File: config.mk
export PLATFORM = sky130hd
export DESIGN_NAME = noise_envelope_flat
export DESIGN_NICKNAME = d
export VERILOG_FILES = /design/src/rtl/apu_pkg.sv /design/src/rtl/noise_envelope_if.sv /design/src/rtl/noise_envelope_period_counter.sv /design/src/rtl/noise_envelope.sv /design/src/flat_wrapper.sv
export SDC_FILE = /design/constraint.sdc
export NUM_CORES = 1
export LEC_CHECK = 0
export CAP_MARGIN = 0
export CORE_MARGIN = 4
export CORE_UTILIZATION = 50
export CTS_CLUSTER_DIAMETER = 80
export DETAILED_ROUTE_END_ITERATION = 7
export PLACE_DENSITY = 0.82
export SKIP_CTS_REPAIR_TIMING = 1
export SLEW_MARGIN = 10
export SYNTH_ARGS = -nofsm -noshare
export SYNTH_HDL_FRONTEND = slang
export SYNTH_SLANG_ARGS = --single-unit
File: constraint.sdc
create_clock -name clk -period 2.8 [get_ports clk]
set_input_delay 0.7 -clock clk [delete_from_list [all_inputs] [get_ports clk]]
set_output_delay 0.7 -clock clk [all_outputs]
set_load 0.02 [all_outputs]
File: src/rtl/apu_pkg.sv
// apu_pkg: shared APU constants for the noise channel envelope.
package apu_pkg;
  localparam int NR42_VOL_W = 4;
  localparam int NR42_PER_W = 3;
  localparam logic [NR42_VOL_W-1:0] VOL_MAX = 4'd15;
  localparam logic [NR42_PER_W-1:0] ENV_PERIOD0_RELOAD = 3'd7;
endpackage

File: src/rtl/noise_envelope_if.sv
// noise_envelope_if: NR42/strobe inputs and amplitude outputs of the envelope stage.
interface noise_envelope_if #(parameter int VOL_W = 4, parameter int PER_W = 3);
  logic envClk;
  logic trigger;
  logic [VOL_W-1:0] startVol;
  logic envAdd;
  logic [PER_W-1:0] envPeriod;
  logic noiseIn;
  logic [VOL_W-1:0] volume;
  logic dacEnable;
  logic [VOL_W-1:0] sample;
  modport master(output envClk, trigger, startVol, envAdd, envPeriod, noiseIn, input volume, dacEnable, sample);
  modport slave(input envClk, trigger, startVol, envAdd, envPeriod, noiseIn, output volume, dacEnable, sample);
endinterface

File: src/rtl/noise_envelope_period_counter.sv
// env_period_counter: envelope period timer, pulses o_step combinationally on the expiring tick.
module env_period_counter
  import apu_pkg::*;
#(
  parameter int PER_W = NR42_PER_W
) (
  input  logic             clk,
  input  logic             reset,
  input  logic             i_load,
  input  logic             i_tick,
  input  logic [PER_W-1:0] i_period,
  output logic             o_step
);
  logic [PER_W-1:0] r_timer;
  assign o_step = i_tick && (r_timer <= PER_W'(1));
  always_ff @(posedge clk) begin
    if (reset) r_timer <= '0;
    else if (i_load) r_timer <= (i_period == '0) ? ENV_PERIOD0_RELOAD : i_period;
    else if (i_tick) r_timer <= o_step ? i_period : r_timer - 1'b1;
  end
endmodule

File: src/rtl/noise_envelope.sv
// noise_envelope: 64 Hz volume envelope, DAC enable and registered amplitude output.
module noise_envelope
  import apu_pkg::*;
#(
  parameter int VOL_W = NR42_VOL_W,
  parameter int PER_W = NR42_PER_W
) (
  input logic clk,
  input logic reset,
  noise_envelope_if.slave bus
);
  logic [VOL_W-1:0] r_vol, r_sample, w_vol_next;
  logic r_running, r_dac;
  logic w_tick, w_step, w_up, w_dn, w_run_next, w_dac_next;
  // A frozen envelope (period 0) never ticks, so the timer and volume hold.
  assign w_tick = bus.envClk && !bus.trigger && r_running && (bus.envPeriod != '0);
  env_period_counter #(.PER_W(PER_W)) u_timer (
    .clk(clk),
    .reset(reset),
    .i_load(bus.trigger),
    .i_tick(w_tick),
    .i_period(bus.envPeriod),
    .o_step(w_step)
  );
  assign w_up = bus.envAdd && (r_vol != VOL_MAX);
  assign w_dn = !bus.envAdd && (r_vol != '0);
  always_comb begin
    w_vol_next = bus.trigger ? bus.startVol : (w_step && w_up) ? r_vol + 1'b1 : (w_step && w_dn) ? r_vol - 1'b1 : r_vol;
    w_run_next = bus.trigger ? 1'b1 : (w_step && !w_up && !w_dn) ? 1'b0 : r_running;
    w_dac_next = (bus.startVol != '0) || bus.envAdd;
  end
  always_ff @(posedge clk) begin
    if (reset) begin
      r_vol     <= '0;
      r_running <= 1'b0;
      r_dac     <= 1'b0;
      r_sample  <= '0;
    end else begin
      r_vol     <= w_vol_next;
      r_running <= w_run_next;
      r_dac     <= w_dac_next;
      r_sample  <= (w_dac_next && bus.noiseIn) ? w_vol_next : '0;
    end
  end
  assign bus.volume    = r_vol;
  assign bus.dacEnable = r_dac;
  assign bus.sample    = r_sample;
endmodule

File: src/flat_wrapper.sv
// flat-port wrapper written by rule: the top's interface ports become plain ports
module noise_envelope_flat import apu_pkg::*;
#(
  parameter int VOL_W = NR42_VOL_W,
  parameter int PER_W = NR42_PER_W
)
  (clk, reset, bus_envClk, bus_trigger, bus_startVol, bus_envAdd, bus_envPeriod, bus_noiseIn, bus_volume, bus_dacEnable, bus_sample);
  noise_envelope_if #(.VOL_W(VOL_W), .PER_W(PER_W)) bus_i ();
  input logic clk;
  input logic reset;
  input wire logic [$bits(bus_i.envClk)-1:0] bus_envClk;
  input wire logic [$bits(bus_i.trigger)-1:0] bus_trigger;
  input wire logic [$bits(bus_i.startVol)-1:0] bus_startVol;
  input wire logic [$bits(bus_i.envAdd)-1:0] bus_envAdd;
  input wire logic [$bits(bus_i.envPeriod)-1:0] bus_envPeriod;
  input wire logic [$bits(bus_i.noiseIn)-1:0] bus_noiseIn;
  output wire logic [$bits(bus_i.volume)-1:0] bus_volume;
  output wire logic [$bits(bus_i.dacEnable)-1:0] bus_dacEnable;
  output wire logic [$bits(bus_i.sample)-1:0] bus_sample;
  assign bus_i.envClk = bus_envClk;
  assign bus_i.trigger = bus_trigger;
  assign bus_i.startVol = bus_startVol;
  assign bus_i.envAdd = bus_envAdd;
  assign bus_i.envPeriod = bus_envPeriod;
  assign bus_i.noiseIn = bus_noiseIn;
  assign bus_volume = bus_i.volume;
  assign bus_dacEnable = bus_i.dacEnable;
  assign bus_sample = bus_i.sample;
  noise_envelope #(.VOL_W(VOL_W), .PER_W(PER_W)) u_core (.clk(clk), .reset(reset), .bus(bus_i));
endmodule
==> results.json <==
{
  "status": "finished, final reports clean",
  "gr-total-overflow": 0,
  "setup-tns-final_ps": 0,
  "row_count": 14,
  "syn_inst": 95,
  "place.gp.congestion": 0.8539,
  "skew_ps": 9.912,
  "maxCapViolCount": 0,
  "antenna_found_initial": 0,
  "setup_violations": 0,
  "dp_slack_ps": 355.2,
  "report.final.slew_viol_count": 0,
  "powerDensity_nw_per_um2": 435.3,
  "synth_nets": 112,
  "die-area_um2": 2324,
  "crit_required_ps": 2100,
  "post-dp-hpwl_um": 1621,
  "core_um2": 1524,
  "clk_transition_reported_paths_ps": 90,
  "synth-seq-cells": 13,
  "worstMarginPinSlew_ps": 582.5,
  "totalPowerFinal_uw": 462.4,
  "cts_tree": "done",
  "finalCritPeriodShare": 0.7700,
  "synth_seq_area_share": 0.3220,
  "synth_area_leaders": "dfxtp_1 32%, ha_1 6.2%, a311oi_1 5.4%",
  "static-leakage-power_uw": 0.0003931,
  "grt_pass1_wl_um": 3277,
  "nNetsFinal": 136,
  "critical_path.max_stage_delay_ps": 660,
  "cp.arrival_ps": 1460,
  "synthSimpleGateAreaFrac": 0.2709,
  "path_delay_family": "buffers and inverters",
  "clockBufferDepth": 2,
  "drive_gt1_frac": 0.09322,
  "grt_max_degree": 12,
  "hold_viol": 0,
  "rsz0062_at_grt": "false",
  "num_antenna_cells": 0,
  "grt_pass1_vias": 751,
  "start_kind": "flop",
  "drtPass1Iterations": 6,
  "ys.flop_type": "dfxtp_1",
  "avgViaCountPerCell": 6.366,
  "critPathSlowestCell": "clkdlybuf4s50_1",
  "max-slew-margin-rel": 0.6068,
  "vias": 853,
  "synth_top_cell_area_share": 0.3220,
  "synth_compound_area_frac": 0.2709,
  "routedWlPerCell_um": 15.76,
  "crit_fanout": 9,
  "h-tree-depth": 1,
  "cts-buffers-inserted": 3,
  "whs_ps": 546.0,
  "n_fill_cell": 122,
  "fmax_mhz": 463.8,
  "gr-usage-all-layers": 0.2030,
  "start_util": 0.5304,
  "synth-adder-area-share": 0.06192,
  "drcViolationCount": 0,
  "synth_cell_types": 37,
  "critPathBufInv": 1,
  "synth_top_family_by_area": "compound AO/OA/AOI/OAI gates",
  "syn2layout_area_growth_pct": 31.42,
  "clk_latency_ps": 290,
  "seqCellArea_um2": 260.3,
  "multi_input_area_um2": 499.2,
  "peakVddDrop_mv": 0.2492,
  "drt_iter0_drc": 27,
  "die_h_um": 48.21,
  "syn_area_um2": 808.3,
  "root_buffer": "clkbuf_4",
  "min_period_ps": 2156,
  "synth-async-reset-ratio": 0,
  "layout_commonest_cell": "clkdlybuf4s50_1",
  "yosys.area_share.xor_xnor": 0,
  "io_buffers": 21,
  "hold_class": "reg2reg",
  "layout_setup_ws_ps": 643.9,
  "synth.area.mux_share": 0.01393,
  "clock-sinks": 13,
  "crit_path_cell_trace": "clkdlybuf4s50_1",
  "ant_nets": 0,
  "synth_warnings": 0,
  "die_width_um": 48.21,
  "synth_edf_count": 0,
  "wirelength_um": 2112,
  "avgSynthCellArea_um2": 8.508,
  "final_cell_mix": "21 x clkdlybuf4s50_1, 13 x dfxtp_1, 7 x nor3_1, 7 x nor2_1, 6 x inv_1",
  "critPathKind": "reg2out",
  "crit_path_end_kind": "output port",
  "io_pins": 22,
  "synth_top_area_cell": "dfxtp_1"
}
==> routing by layer <==
layer,routed length [um],global-route usage,vias up
met2,1045,0.3672,35
li1,-,-,416
met4,25,0.06452,0
met1,851,0.2405,397
met5,0,0,-
met3,190,0.03321,5
==> final cells by class <==
type | count | share of cell area
flip-flops and latches | 13 | 0.2450
multi-input cells | 71 | 0.4700
repair buffers | 24 | 0.2191
well taps | 16 | 0.01885
clock inverters | 1 | 0.004711
clock buffers | 3 | 0.02120
inverters | 6 | 0.02120
==> kinds of logic (layout without fill, tap and decap cells) <==
kind of cell	Yosys count	count (layout)
buffers and inverters	11	34
AND/OR/NAND/NOR	38	38
multiplexers	1	1
adder cells (fa/ha/maj)	4	4
AO/OA/AOI/OAI	28	28
flip-flops	13	13
==> Yosys cell counts (2+ instances only) <==
| cell | n |
|---|---|
| a211oi_1 | 2 |
| a21oi_1 | 5 |
| a311oi_1 | 5 |
| and2_1 | 2 |
| and4_1 | 2 |
| clkbuf_1 | 4 |
| dfxtp_1 | 13 |
| ha_1 | 4 |
| inv_1 | 6 |
| nand2_1 | 5 |
| nand2b_1 | 2 |
| nand3_1 | 3 |
| nand3b_1 | 2 |
| nor2_1 | 7 |
| nor3_1 | 7 |
| nor4_1 | 3 |
| o21ai_0 | 3 |
==> worst reg2reg max path, stage by stage (launching register included) <==
cell      delay, ps
dfxtp_1         370
inv_1           120
ha_1            200
or3b_1          380
o22a_1          250
a21o_1          200
a311oi_1        260
==> sequential cells by signal, indices dropped and copies added, names as in the netlist <==
register,flops
u_core.bus.dacEnable,1
u_core.u_timer.r_timer,3
u_core.bus.sample,4
u_core.r_running,1
u_core.bus.volume,4
==> metrics by stage <==
| stage | area [um^2] | utilization | instances |
|---|---|---|---|
| 6_report | 1062 | 0.6970 | 134 |
| 5_1_grt | 1062 | 0.6970 | 134 |
| 4_1_cts | 1062 | 0.6970 | 134 |
| 3_5_place_dp | 1035 | 0.6790 | 130 |
| 3_3_place_gp | 1035 | 0.6790 | 130 |
| 2_1_floorplan | 808.3 | - | 95 |
==> final timing paths <==
path	slack, ps	startpoint	end	cells past startpoint
worst max-delay path	640	u_core.bus.volume[3]$_SDFF_PP0_	bus_volume[3]	1
worst min register to register	550	u_core.r_running$_SDFFE_PP0P_	u_core.r_running$_SDFFE_PP0P_	2
worst max register to register	930	u_core.bus.volume[0]$_SDFF_PP0_	u_core.bus.volume[0]$_SDFF_PP0_	6
worst min-delay path	550	u_core.r_running$_SDFFE_PP0P_	u_core.r_running$_SDFFE_PP0P_	2
==> report_power, final <==
part | leakage, uW | internal, uW | switching (uW) | total [uW]
Clock | 0.0000177 | 53.1 | 68.2 | 121
Combinational | 0.000268 | 64.2 | 65.4 | 130
Sequential | 0.000108 | 198 | 13.8 | 211
Power figures use the tool's default switching activity.
